## src/rtl/coin_dispenser.sv

```systemverilog
// coin_dispenser: pays an owed amount as a series of coins sent to the hopper.
// Each coin is offered with a valid/ack handshake. Large coins are chosen first,
// and the block never pays more than is owed. It also tracks the small and large
// coin inventory, including refills.
module coin_dispenser #(
  parameter int AMT_W      = 4,
  parameter int CNT_W      = 6,
  parameter int INIT_SMALL = 20,
  parameter int INIT_LARGE = 10
) (
  input  logic             clk,
  input  logic             rst,
  input  logic             req_valid,
  input  logic [AMT_W-1:0] req_amount,
  output logic             req_ready,
  output logic [1:0]       coin,
  output logic             coin_valid,
  input  logic             coin_ack,
  input  logic             refill_small,
  input  logic             refill_large,
  output logic             done,
  output logic             short,
  output logic [AMT_W-1:0] remaining,
  output logic [CNT_W-1:0] small_cnt,
  output logic [CNT_W-1:0] large_cnt
);

  localparam logic [1:0] COIN_NONE  = 2'b00;
  localparam logic [1:0] COIN_SMALL = 2'b01;
  localparam logic [1:0] COIN_LARGE = 2'b10;

  typedef enum logic [1:0] {IDLE, PICK, ISSUE, DONE} state_t;

  state_t           state_reg, state_next;
  logic [1:0]       coin_next;
  logic             coin_valid_next;
  logic             done_next;
  logic             short_next;
  logic             short_flag_reg, short_flag_next;
  logic [AMT_W-1:0] remaining_next;
  logic             take_small, take_large;
  logic [CNT_W-1:0] small_cnt_next, large_cnt_next;

  // A refill and a dispense of the same coin in one cycle cancel out.
  // A refill on its own saturates at the counter maximum.
  function automatic logic [CNT_W-1:0] inv_update(input logic [CNT_W-1:0] cnt,
                                                  input logic add,
                                                  input logic sub);
    logic [CNT_W-1:0] res;
    res = cnt;
    if (add && !sub) begin
      if (cnt != {CNT_W{1'b1}}) res = cnt + CNT_W'(1);
    end else if (sub && !add) begin
      res = cnt - CNT_W'(1);
    end
    return res;
  endfunction

  assign req_ready = (state_reg == IDLE);

  // Next-state, registered-output and coin-selection logic.
  always_comb begin
    state_next      = state_reg;
    coin_next       = coin;
    coin_valid_next = coin_valid;
    done_next       = 1'b0;
    short_next      = 1'b0;
    short_flag_next = short_flag_reg;
    remaining_next  = remaining;
    take_small      = 1'b0;
    take_large      = 1'b0;
    case (state_reg)
      IDLE: begin
        if (req_valid) begin
          remaining_next  = req_amount;
          short_flag_next = 1'b0;
          state_next      = (req_amount == '0) ? DONE : PICK;
        end
      end
      PICK: begin
        // Decisions use the registered counts, so a refill arriving now only
        // affects the next pick.
        if (remaining >= AMT_W'(2) && large_cnt != '0) begin
          coin_next       = COIN_LARGE;
          coin_valid_next = 1'b1;
          state_next      = ISSUE;
        end else if (remaining >= AMT_W'(1) && small_cnt != '0) begin
          coin_next       = COIN_SMALL;
          coin_valid_next = 1'b1;
          state_next      = ISSUE;
        end else begin
          short_flag_next = 1'b1;
          state_next      = DONE;
        end
      end
      ISSUE: begin
        if (coin_ack) begin
          coin_valid_next = 1'b0;
          coin_next       = COIN_NONE;
          if (coin == COIN_LARGE) begin
            take_large     = 1'b1;
            remaining_next = remaining - AMT_W'(2);
          end else begin
            take_small     = 1'b1;
            remaining_next = remaining - AMT_W'(1);
          end
          state_next = (remaining_next == '0) ? DONE : PICK;
        end
      end
      DONE: begin
        done_next  = 1'b1;
        short_next = short_flag_reg;
        state_next = IDLE;
      end
      default: state_next = IDLE;
    endcase
    small_cnt_next = inv_update(small_cnt, refill_small, take_small);
    large_cnt_next = inv_update(large_cnt, refill_large, take_large);
  end

  // State and registered outputs. Reset aborts any request and reloads the
  // inventory.
  always_ff @(posedge clk or posedge rst) begin
    if (rst) begin
      state_reg      <= IDLE;
      coin           <= COIN_NONE;
      coin_valid     <= 1'b0;
      done           <= 1'b0;
      short          <= 1'b0;
      short_flag_reg <= 1'b0;
      remaining      <= '0;
      small_cnt      <= CNT_W'(INIT_SMALL);
      large_cnt      <= CNT_W'(INIT_LARGE);
    end else begin
      state_reg      <= state_next;
      coin           <= coin_next;
      coin_valid     <= coin_valid_next;
      done           <= done_next;
      short          <= short_next;
      short_flag_reg <= short_flag_next;
      remaining      <= remaining_next;
      small_cnt      <= small_cnt_next;
      large_cnt      <= large_cnt_next;
    end
  end

endmodule

```

## config.mk

```make
export PLATFORM = sky130hd
export DESIGN_NAME = coin_dispenser
export DESIGN_NICKNAME = d
export VERILOG_FILES = /design/src/rtl/coin_dispenser.sv
export SDC_FILE = /design/constraint.sdc
export NUM_CORES = 1
export LEC_CHECK = 0
export CAP_MARGIN = 30
export CORE_MARGIN = 2
export CORE_UTILIZATION = 40
export DETAILED_ROUTE_END_ITERATION = 10
export PLACE_DENSITY = 0.62
export SKIP_LAST_GASP = 1
export SYNTH_ARGS = -nofsm -noshare
export SYNTH_HDL_FRONTEND = slang
export SYNTH_SLANG_ARGS = --single-unit
export TNS_END_PERCENT = 20
```

## constraint.sdc

```tcl
create_clock -name clk -period 3.55 [get_ports clk]
set_input_delay 0.8875 -clock clk [delete_from_list [all_inputs] [get_ports clk]]
set_output_delay 0.8875 -clock clk [all_outputs]
set_load 0.05 [all_outputs]
```

== Word-level counts from Yosys, hierarchy flattened ==
Cells that the tools add are included.
W data, S select, Z words.

* Add/subtract/negate cells: 6
* Multiply operators: 0
* Divide/modulo/power cells: 0
* Magnitude comparators: 2
* Equality and inequality tests: 13
* Shifts and indexed selects: 0
* Multiplexer cells: 39
* Bitwise logic cells: 0
* Reduce and logical (&&, ||, !) cells: 26

{| class="wikitable"
|+ Operators by type and width
! cell !! count
|-
| $mux W6 || 6
|-
| $mux W4 || 5
|-
| $mux W1 || 16
|-
| $mux W2 || 7
|-
| $add A6 B1 Y6 const B || 2
|-
| $ne A6 B6 Y1 const B || 2
|-
| $reduce_bool A6 Y1 || 2
|-
| $sub A6 B1 Y6 const B || 2
|-
| $reduce_bool A2 Y1 || 5
|-
| $logic_not A4 Y1 || 2
|-
| $ne A2 B2 Y1 const B || 4
|-
| $pmux W2 S4 || 1
|-
| $pmux W4 S2 || 1
|-
| $eq A2 B2 Y1 const B || 3
|-
| $logic_and A1 B1 Y1 || 6
|-
| $reduce_and A2 Y1 || 3
|-
| $reduce_and A3 Y1 || 2
|-
| $ge A4 B1 Y1 const B || 1
|-
| $ge A4 B2 Y1 const B || 1
|-
| $logic_not A1 Y1 || 4
|-
| $ne A2 B1 Y1 const B || 2
|-
| $pmux W1 S2 || 2
|-
| $pmux W2 S2 || 1
|-
| $reduce_and A4 Y1 || 1
|-
| 5 further kinds || 5
|}

* Register bits after elaboration: 24
* Bits in latches: 0
* Memory bits (writable): 0
* Memory bits (read-only): 0
* Bits of input ports: 10
* Output and inout bits: 22
* Word-level logic and storage cells: 95
* Memories: 0

== Longest topological paths before layout ==
Gate-level depths: netlist (run 1).

* Depth in word-level cells: 8
* Mapped depth: 10
* Mapped depth without buffers: 9

== Worst setup path after synthesis (run 1) ==
OpenSTA, ideal clock, no wires.

* Kind: register to register
* Start point: reg coin[1]
* End point: reg small_cnt[4]
* Setup time: 0.085 ns
* Arrival: 2.388 ns
* Required time: 3.465 ns
* Slack: 1.077 ns
* Cell stages (with the launch flop): 11
* Path buffers: 1
* Period minus slack after synthesis: 2.473 ns
* Cells stage by stage: dfrtp_1 nor2b_1 buf_6 o21ai_2 inv_1 fa_1 inv_1 a21o_1 a21oi_1 xnor2_1 mux2_1

* Cells in the longest elaborated chain, start to end: 8
* Elaborated cells between the ends (all ways): 11
* Classes of those cells: eq/ne (2); mux (4); reduce/logical (5)

{| class="wikitable"
|+ RTL lines
! what !! RTL line !! text
|-
| from (decl) || 16 || <nowiki>output logic [1:0] coin,</nowiki>
|-
| from (signal assigned) || 136 || <nowiki>coin <= coin_next;</nowiki>
|-
| $eq A2 B2 Y1 * || 100 || <nowiki>if (coin == COIN_LARGE) begin</nowiki>
|-
| $mux W1 * || 100 ||
|-
| $mux W1 * || 97 || <nowiki>if (coin_ack) begin</nowiki>
|-
| $mux W1 * || 72 || <nowiki>case (state_reg)</nowiki>
|-
| $logic_not A1 Y1 || 51 || <nowiki>if (add && !sub) begin</nowiki>
|-
| $logic_and A1 B1 Y1 || 51 ||
|-
| $ne A2 B1 Y1 (no line) / $reduce_bool A2 Y1 (equally long branches) || n/a ||
|-
| $reduce_and A2 Y1 (no line) || n/a ||
|-
| to (signal assigned) || 132 || <nowiki>small_cnt <= CNT_W'(INIT_SMALL);</nowiki>
|-
| to (signal assigned) || 142 || <nowiki>small_cnt <= small_cnt_next;</nowiki>
|-
| to (decl) || 24 || <nowiki>output logic [CNT_W-1:0] small_cnt,</nowiki>
|}

Every way passes the cells marked *; elsewhere a longest branch is shown, timed or not.
A chain may end at the register's enable or synchronous reset.

== Final worst setup path (run 1) ==
* Start point: in coin_ack
* End point: reg large_cnt[5]

* Cells in the longest elaborated chain, start to end: 6
* Elaborated cells between the ends (all ways): 9
* Classes of those cells: eq/ne (1); mux (3); reduce/logical (5)

{| class="wikitable"
|+ RTL lines
! what !! RTL line !! text
|-
| from (decl) || 18 || <nowiki>input logic coin_ack,</nowiki>
|-
| $mux W1 * || 97 ||
|-
| $mux W1 * || 72 ||
|-
| $logic_not A1 Y1 || 51 ||
|-
| $logic_and A1 B1 Y1 || 51 ||
|-
| $ne A2 B1 Y1 (no line) / $reduce_bool A2 Y1 (equally long branches) || n/a ||
|-
| $reduce_and A2 Y1 (no line) || n/a ||
|-
| to (signal assigned) || 133 || <nowiki>large_cnt <= CNT_W'(INIT_LARGE);</nowiki>
|-
| to (signal assigned) || 143 || <nowiki>large_cnt <= large_cnt_next;</nowiki>
|-
| to (decl) || 25 || <nowiki>output logic [CNT_W-1:0] large_cnt</nowiki>
|}

Marks and branches as above.

==> results.tsv, run 1 <==
stage	metric	value	unit
timing	Tightest Pin Transition	0.9045	ns
yosys	Synth Area in Adders	12.85	%
final_layout	most frequent cells in the layout	clkdlybuf4s50_1 (31), dfrtp_1 (20), a21oi_1 (18), ha_1 (14), nor2_1 (12)	
timing	f_max	0.3300	GHz
clocking	CTS tree	yes	
flow_run	max_cap viols	0	
timing	Period Utilization, post-route	85.35	%
place	port bufs	31	
critical_path	slowest CP cell	clkdlybuf4s50_1	
place	Detail Placement HPWL	2758	µm
clocking	Clk pin slew, worst setup/hold paths	0.09	ns
grt	first-pass GRT wire length	6016	µm
yosys	EDFF count, synth	0	
yosys	mux share of post-synthesis cell area	5.452	%
detailed_routing	vias per cell	5.347	
timing	skew final	0.007253	ns
clocking	Num CTS Buffers	3	
clocking	postcts setup bufs	0	
yosys	fraction of registers with async set/reset	100.0	%
critical_path	Crit path largest cell delay	0.56	ns
detailed_routing	routed length per instance	14.55	µm
yosys	Yosys top cell by area	dfrtp_1	
yosys	Avg Cell Area, Syn	10.03	µm²
timing	setup TNS	0	ns
yosys	synthesis-stage register bit count	24	
grt	Congestion Overflow GR	0	
critical_path	setup slack, reg-to-reg	0.98	ns
detailed_routing	Initial DRT Pass Iterations	4	
clocking	Post-CTS Hold Fix Bufs	0	
place	Final Wtd Congestion	0.9178	
critical_path	critical path class	in2reg	
critical_path	CP Capture Type	register	
yosys	largest family of logic cells by synthesized area	compound AO/OA/AOI/OAI gates	
detailed_routing	vias	1326	
final_layout	number of diodes	0	
clocking	CTS sink cnt	24	
yosys	xor/xnor share of the synthesized area	6.273	%
run_status	status	complete, no violations	
yosys	compound-gate portion of the synthesized area	18.60	%
yosys	YS warnings	0	
timing	RSZ-0062 raised after global routing	false	
critical_path	Crit Path Max Fanout	6	
timing	post-route minimum period	3.030	ns
final_layout	top flop regs	large_cnt (6), small_cnt (6), remaining (4)	
final_layout	final-stage net count	225	
yosys	top cell type's share of synthesized area	29.87	%
detailed_routing	Routed Antenna Nets	0	
yosys	syn nets	193	
die	Core Area	4029	µm²
worst_hold_path	Hold Path Class	reg2reg	
die	Chip Width	68.72	µm
die	Starting Density	41.58	%
die	boundary pin count	32	
die	die area	4722	µm²
critical_path	Startpoint Class	primary input	
yosys	Mapped Cells	167	
critical_path	Arr. time, crit path	3.21	ns
yosys	Post-Syn Area	1675	µm²
final_layout	Synth-to-Final Area Change	23.08	%
detailed_routing	Residual DRC	0	
clocking	post-CTS sizing	0	
grt	initial antenna violation count	0	
clocking	Root Buffer	clkbuf_8	
critical_path	crit path cell chain	clkdlybuf4s50_1 > nand3b_4 > o21ai_2 > ha_1 > a21oi_1 > nor2_1 > a2111oi_2 > mux2i_1 > xnor2_1	
critical_path	WP buf/inv	1	
yosys	unique cell type count in the Yosys netlist	45	
critical_path	Top delay family on crit path	compound AO/OA/AOI/OAI gates	
yosys	post-synthesis sequential area ratio	36.15	%
clocking	Clock Path Buffers	2	
clocking	worst skew pair latency	0.26	ns
yosys	Synth Flop Type	dfrtp_1	
final_layout	most common cell after layout, fill and taps aside	clkdlybuf4s50_1	
final_layout	share of layout cells above drive strength 1	10.61	%
die	Std-Cell Rows	23	
yosys	synth top area cells	dfrtp_1 (30%), ha_1 (10%), dfstp_2 (6.3%), a21oi_1 (5.4%), mux2_4 (3.6%)	
detailed_routing	WL final	3608	µm
timing	final setup vio count	0	
yosys	Simple-Gate Fraction of Synth Area	16.58	%
die	die height	68.72	µm
timing	max_slew headroom	39.63	%
critical_path	Worst EP required	3.73	ns
grt	GRT Util Overall	16.89	%
detailed_routing	DRT iter0 DRCs	79	
grt	largest net degree at the start of global routing	25	
grt	vias in the first global route	1329	
timing	hold violation count in the final report	0	
timing	Max Slew Vio Count	0	
clocking	H-tree depth	1	
synth_stat cells (2+ instances only):
cell and number:
xnor2_1 6, o21ai_0 4, a21o_1 4, inv_1 10, nand2_1 7, nor4_1 3
o21ai_1 4, xor2_1 6, o21ai_2 2, dfstp_2 4, a211oi_1 5, nand3_1 3
nor3_1 5, mux2_4 4, fa_1 2, nand2b_1 4, dfrtp_1 20, and3_1 2
ha_1 14, nor2_1 12, mux2i_1 2, a21oi_1 18, nor2b_1 2, nand4_1 2
buf_6 2
final cells by class:
cell class | instances | area (µm²)
Fill cell | 388 | 1967
Multi-Input combinational cell | 129 | 1001
Sequential cell | 24 | 605.6
Timing Repair Buffer | 31 | 310.3
Tap cell | 50 | 62.56
Clock buffer | 4 | 45.04
Inverter | 10 | 37.54
final timing paths:
kind                                       startpoint                       end  cells past startpoint
setup / recovery                             coin_ack  large_cnt[5]$_DFFE_PP0P_                      9
hold / removal             short_flag_reg$_DFFE_PP0P_           short$_DFF_PP0_                      1
hold reg to reg            short_flag_reg$_DFFE_PP0P_           short$_DFF_PP0_                      1
min in group asynchronous                         rst  small_cnt[5]$_DFFE_PP0P_                      2
max in group asynchronous                         rst  large_cnt[5]$_DFFE_PP0P_                      2
setup reg to reg                  coin[1]$_DFFE_PP0P_  small_cnt[5]$_DFFE_PP0P_                      8
per-layer routing:
layer	vias up	part of all wire, %	GRT usage (%)
met5	-	0	0
met4	0	0.94	4.902
met3	4	3.5	2.922
met2	27	46	26.80
met1	637	49	23.64
li1	658	-	-
stage by stage:
step,utilization (%),worst slack [ns],hold WS (ns),std cells,cell area [µm²]
after floorplan,-,1.077,0.4689,167,1675
after global placement,50.06,0.3372,0.4946,244,2017
after detailed placement,50.06,0.2486,0.4929,244,2017
after CTS,51.18,0.5230,0.5224,248,2062
after global routing,51.18,0.3520,0.5462,248,2062
final,51.18,0.5200,0.5168,248,2062
logic make-up (layout without fill, tap and decap cells):
logic type / Yosys count / after routing
AOI/OAI and AO/OA: 46 / 46
xor gates and xnor gates: 12 / 12
adders and majority gates: 16 / 16
buffers and inverters: 14 / 45
DFF: 24 / 24
muxes: 7 / 7
and+or+nand+nor: 48 / 48
Power of run 1 is left out: the tool's default activity adds up to more than one toggle a clock period on the data nets, which glitch-free logic cannot reach.
==> run 2, diff against run 1 <==
--- a/config.mk
+++ b/config.mk
@@ -6,10 +6,12 @@
 export NUM_CORES = 1
 export LEC_CHECK = 0
 export CAP_MARGIN = 30
+export CELL_PAD_IN_SITES_DETAIL_PLACEMENT = 1
+export CELL_PAD_IN_SITES_GLOBAL_PLACEMENT = 1
 export CORE_MARGIN = 2
 export CORE_UTILIZATION = 40
 export DETAILED_ROUTE_END_ITERATION = 10
-export PLACE_DENSITY = 0.62
+export PLACE_DENSITY_LB_ADDON = 0.1
 export SKIP_LAST_GASP = 1
 export SYNTH_ARGS = -nofsm -noshare
 export SYNTH_HDL_FRONTEND = slang
==> results.tsv, run 2 (synthesis gave the netlist of run 1 again) <==
stage	metric	value	unit	change
final_layout	most frequent cells in the layout	clkdlybuf4s50_1 (31), dfrtp_1 (20), a21oi_1 (18), ha_1 (14), nor2_1 (12)		
clocking	H-tree depth	1		unchanged
critical_path	WP buf/inv	1		unchanged
final_layout	top flop regs	large_cnt (6), small_cnt (6), remaining (4)		
clocking	worst skew pair latency	0.27	ns	about the same
timing	post-route minimum period	3.039	ns	+0.008624 ns
critical_path	slowest CP cell	clkdlybuf4s50_1		
critical_path	CP Capture Type	register		
detailed_routing	Residual DRC	0		unchanged
clocking	Post-CTS Hold Fix Bufs	0		unchanged
detailed_routing	Initial DRT Pass Iterations	4		unchanged
die	boundary pin count	32		unchanged
detailed_routing	vias per cell	5.480		+2.5%
place	placed instance count	246		+0.82%
final_layout	final non-filler cell total	250		+0.81%
timing	Period Utilization, post-route	85.60	%	+0.24 points
timing	Tightest Pin Transition	0.5817	ns	-0.3228 ns
final_layout	most common cell after layout, fill and taps aside	clkdlybuf4s50_1		
timing	f_max	0.3291	GHz	-0.28%
clocking	Clk pin slew, worst setup/hold paths	0.09	ns	about the same
timing	setup TNS	0	ns	unchanged
flow_run	max_cap viols	0		unchanged
final_layout	number of diodes	0		unchanged
detailed_routing	vias	1370		+3.3%
final_layout	post-layout util	51.99	%	+0.81 points
timing	final setup vio count	0		unchanged
die	Core Area	4029	µm²	unchanged
grt	vias in the first global route	1412		+6.2%
detailed_routing	DRT iter0 DRCs	46		-42%
detailed_routing	Met2 Wirelength	2128	µm	+28%
final_layout	Synth-to-Final Area Change	25.02	%	
timing	Max Slew Vio Count	0		unchanged
timing	RSZ-0062 raised after global routing	false		
detailed_routing	DR top layer	met4		
die	Chip Width	68.72	µm	unchanged
place	port bufs	31		unchanged
detailed_routing	DRT met1 WL	2062	µm	+16%
timing	hold violation count in the final report	0		unchanged
critical_path	Top delay family on crit path	compound AO/OA/AOI/OAI gates		
critical_path	critical path class	in2reg		
grt	first-pass GRT wire length	7320	µm	+22%
grt	GRT Util Overall	21.09	%	+4.2 points
critical_path	Crit path largest cell delay	0.56	ns	about the same
place	Detail Placement HPWL	3366	µm	+22%
grt	largest net degree at the start of global routing	14		-44%
timing	Final WS setup	0.5114	ns	-0.008624 ns
critical_path	Crit Path Max Fanout	8		+2
critical_path	crit path cell chain	clkdlybuf4s50_1 > nand3b_4 > o21ai_2 > ha_1 > a211oi_1 > a21oi_1 > nor2_1 > mux2i_1 > xnor2_1		
timing	max_slew headroom	60.67	%	+21 points
grt	initial antenna violation count	0		unchanged
critical_path	Arr. time, crit path	3.24	ns	+0.03 ns
final_layout	final-stage net count	227		+0.89%
clocking	Num CTS Buffers	3		unchanged
place	dpl ws	0.2180	ns	-0.03057 ns
worst_hold_path	Hold Path Class	reg2reg		
critical_path	Startpoint Class	primary input		
clocking	postcts setup bufs	0		unchanged
final_layout	share of layout cells above drive strength 1	12.00	%	+1.4 points
run_status	status	complete, no violations		
clocking	post-CTS sizing	0		unchanged
die	Starting Density	41.58	%	unchanged
die	die height	68.72	µm	unchanged
place	Final Wtd Congestion	0.8064		-12%
critical_path	Worst EP required	3.75	ns	+0.02 ns
die	Std-Cell Rows	23		unchanged
clocking	Root Buffer	clkbuf_8		
clocking	Clock Path Buffers	2		unchanged
detailed_routing	Routed Antenna Nets	0		unchanged
die	die area	4722	µm²	unchanged
detailed_routing	routed wl met3	109	µm	-13%
detailed_routing	routed length per instance	17.33	µm	+19%
grt	Congestion Overflow GR	0		unchanged
clocking	CTS tree	yes		
detailed_routing	WL final	4332	µm	+20%
clocking	CTS sink cnt	24		unchanged
timing	skew final	0.002378	ns	-0.004875 ns
[run 2: cell count changes in the layout (fill, tap and decap cells not counted)]
| cell | before | now |
|---|---|---|
| buf_8 | 0 | 1 |
| clkbuf_8 | 3 | 4 |
| buf_4 | 0 | 1 |
| clkbuf_1 | 1 | 0 |
[run 2: worst reg2reg max path, cell delays in order (launching register included)]
cell and delay (ns):
dfrtp_1 0.46, nor2b_1 0.17, buf_4 0.17, o21ai_2 0.38, ha_1 0.36, a211oi_1 0.31, a21oi_1 0.12, nor2_1 0.12
mux2i_1 0.23, xnor2_1 0.13
[run 2: path summary, 6_finish.rpt]
| kind | startpoint | to | cells past startpoint | slack (ns) |
|---|---|---|---|---|
| max in group asynchronous | rst | small_cnt[2]$_DFFE_PP1P_ | 3 | 2.04 |
| min in group asynchronous | rst | coin[1]$_DFFE_PP0P_ | 2 | 0.94 |
| worst max register to register | coin[1]$_DFFE_PP0P_ | small_cnt[5]$_DFFE_PP0P_ | 9 | 1.02 |
| worst min register to register | short_flag_reg$_DFFE_PP0P_ | short$_DFF_PP0_ | 1 | 0.51 |
| worst max-delay path | coin_ack | small_cnt[5]$_DFFE_PP0P_ | 9 | 0.51 |
| worst min-delay path | short_flag_reg$_DFFE_PP0P_ | short$_DFF_PP0_ | 1 | 0.51 |
[run 2: layout make-up]
type | instances | area [µm²]
fill | 455 | 1934
multi-input combinational | 129 | 1001
sequential | 24 | 605.6
timing repair buffer | 33 | 332.8
tap | 50 | 62.56
clock buffer | 4 | 55.05
inverter | 10 | 37.54
[run 2: per-layer routing]
| layer | global-route usage [%] | up-vias |
|---|---|---|
| met4 | 5.147 | 0 |
| li1 | - | 663 |
| met1 | 28.97 | 676 |
| met3 | 3.734 | 4 |
| met5 | 0 | - |
| met2 | 34.38 | 27 |
[run 2: through the flow]
stage / hold slack [ns] / cell area, µm²
after CTS: 0.5143 / 2095
after global placement: 0.4852 / 2024
after detailed placement: 0.4874 / 2039
final: 0.5086 / 2095
after global routing: 0.5334 / 2095
after floorplan: 0.4689 / 1675
Power of run 2 is left out for the same reason.
==> run 3, diff against run 2 <==
--- a/config.mk
+++ b/config.mk
@@ -8,7 +8,7 @@
 export CAP_MARGIN = 30
 export CELL_PAD_IN_SITES_DETAIL_PLACEMENT = 1
 export CELL_PAD_IN_SITES_GLOBAL_PLACEMENT = 1
-export CORE_MARGIN = 2
+export CORE_MARGIN = 4
 export CORE_UTILIZATION = 40
 export DETAILED_ROUTE_END_ITERATION = 10
 export PLACE_DENSITY_LB_ADDON = 0.1
==> results.tsv, run 3 (synthesis gave the netlist of run 1 again) <==
stage	metric	value	unit	change
clocking	Post-CTS Hold Fix Bufs	0		unchanged
timing	setup TNS	0	ns	unchanged
final_layout	most common cell after layout, fill and taps aside	clkdlybuf4s50_1		
detailed_routing	Initial DRT Pass Iterations	4		unchanged
critical_path	crit path cell chain	clkdlybuf4s50_1 > nand3b_4 > o21ai_2 > ha_1 > a211oi_1 > a21oi_1 > nor2_1 > mux2i_1 > xnor2_1		
timing	Period Utilization, post-route	83.69	%	-1.9 points
detailed_routing	WL final	4131	µm	-4.6%
final_layout	Finished Cell Area	2095	µm²	unchanged
timing	skew final	0.002742	ns	+0.0003643 ns
clocking	Num CTS Buffers	3		unchanged
final_layout	top flop regs	large_cnt (6), small_cnt (6), remaining (4)		
clocking	Root Buffer	clkbuf_8		
detailed_routing	routed length per instance	16.52	µm	-4.6%
run_status	status	complete, no violations		
critical_path	CP Capture Type	register		
clocking	worst skew pair latency	0.27	ns	about the same
die	Std-Cell Rows	23		unchanged
timing	Tightest Pin Transition	0.5474	ns	-0.03425 ns
timing	post-route minimum period	2.971	ns	-0.06764 ns
die	die area	5287	µm²	+12%
critical_path	Crit path largest cell delay	0.57	ns	about the same
timing	final setup vio count	0		unchanged
final_layout	share of layout cells above drive strength 1	12.00	%	unchanged
critical_path	Arr. time, crit path	3.17	ns	-0.07 ns
die	Chip Width	72.72	µm	+5.8%
die	Core Area	4029	µm²	unchanged
critical_path	Startpoint Class	primary input		
final_layout	number of diodes	0		unchanged
detailed_routing	DRT iter0 DRCs	92		+100%
grt	first-pass GRT wire length	7107	µm	-2.9%
die	boundary pin count	32		unchanged
timing	f_max	0.3366	GHz	+2.3%
place	port bufs	31		unchanged
grt	GRT Util Overall	17.04	%	-4.1 points
die	Starting Density	41.58	%	unchanged
timing	Max Slew Vio Count	0		unchanged
place	Final Wtd Congestion	0.8178		+1.4%
worst_hold_path	Hold Path Class	reg2reg		
clocking	postcts setup bufs	0		unchanged
clocking	post-CTS sizing	0		unchanged
final_layout	final-stage net count	227		unchanged
timing	hold violation count in the final report	0		unchanged
detailed_routing	vias	1360		-0.73%
detailed_routing	vias per cell	5.440		-0.73%
detailed_routing	Routed Antenna Nets	0		unchanged
detailed_routing	Residual DRC	0		unchanged
final_layout	most frequent cells in the layout	clkdlybuf4s50_1 (31), dfrtp_1 (20), a21oi_1 (18), ha_1 (14), nor2_1 (12)		
grt	vias in the first global route	1443		+2.2%
clocking	CTS tree	yes		
critical_path	slowest CP cell	clkdlybuf4s50_1		
place	Detail Placement HPWL	3202	µm	-4.9%
clocking	H-tree depth	1		unchanged
final_layout	post-layout util	51.99	%	unchanged
critical_path	critical path class	in2reg		
flow_run	max_cap viols	0		unchanged
timing	RSZ-0062 raised after global routing	false		
grt	initial antenna violation count	0		unchanged
place	placed inst area	2039	µm²	unchanged
clocking	Clk pin slew, worst setup/hold paths	0.09	ns	about the same
timing	max_slew headroom	63.46	%	+2.8 points
grt	Congestion Overflow GR	0		unchanged
grt	largest net degree at the start of global routing	14		unchanged
final_layout	Synth-to-Final Area Change	25.02	%	unchanged
critical_path	Worst EP required	3.75	ns	about the same
clocking	Clock Path Buffers	2		unchanged
die	die height	72.72	µm	+5.8%
critical_path	Crit Path Max Fanout	8		unchanged
clocking	CTS sink cnt	24		unchanged
==> run 3: cell counts in the layout (fill, tap and decap cells not counted) <==
No cell type changed its count.
==> run 3: worst paths after layout <==
kind,endpoint,slack [ns],start,depth (start not counted)
worst min-delay path,short$_DFF_PP0_,0.51,short_flag_reg$_DFFE_PP0P_,1
worst min register to register,short$_DFF_PP0_,0.51,short_flag_reg$_DFFE_PP0P_,1
min in group asynchronous,coin[1]$_DFFE_PP0P_,0.95,rst,2
max in group asynchronous,small_cnt[2]$_DFFE_PP1P_,2.02,rst,3
worst max-delay path,small_cnt[5]$_DFFE_PP0P_,0.58,coin_ack,9
worst max register to register,small_cnt[5]$_DFFE_PP0P_,1.08,coin[1]$_DFFE_PP0P_,9
==> run 3: worst max-delay path: cells and delay by family <==
kind | cells | cell delay [ns]
xor+xnor | 1 | 0.14
buf+inv | 1 | 0.57
compound gates | 3 | 0.74
mux | 1 | 0.23
fa+ha+maj | 1 | 0.36
simple gates | 2 | 0.25
==> run 3: stage by stage <==
step	hold WS [ns]	setup WS, ns	cells
2_1_floorplan	0.4689	1.077	167
3_3_place_gp	0.4853	0.2798	245
3_5_place_dp	0.4835	0.2875	246
4_1_cts	0.5084	0.5605	250
5_1_grt	0.5434	0.3338	250
6_report	0.5055	0.5790	250
==> run 3: cell type report <==
| type | instances | area (µm²) |
|---|---|---|
| Sequential cell | 24 | 605.6 |
| Tap cell | 50 | 62.56 |
| Multi-Input combinational cell | 129 | 1001 |
| Fill cell | 467 | 1934 |
| Clock buffer | 4 | 55.05 |
| Inverter | 10 | 37.54 |
| Timing Repair Buffer | 33 | 332.8 |
==> run 3: layer usage <==
| layer | share of wire [%] | vias to the layer above | wire length [µm] | track usage [%] |
|---|---|---|---|---|
| li1 | - | 664 | - | - |
| met1 | 49 | 673 | 2032 | 23.76 |
| met5 | 0 | - | 0 | 0 |
| met4 | 0.15 | 0 | 6 | 2.459 |
| met2 | 48 | 21 | 1969 | 28.16 |
| met3 | 3.0 | 2 | 122 | 3.030 |
Power of run 3 is left out for the same reason.
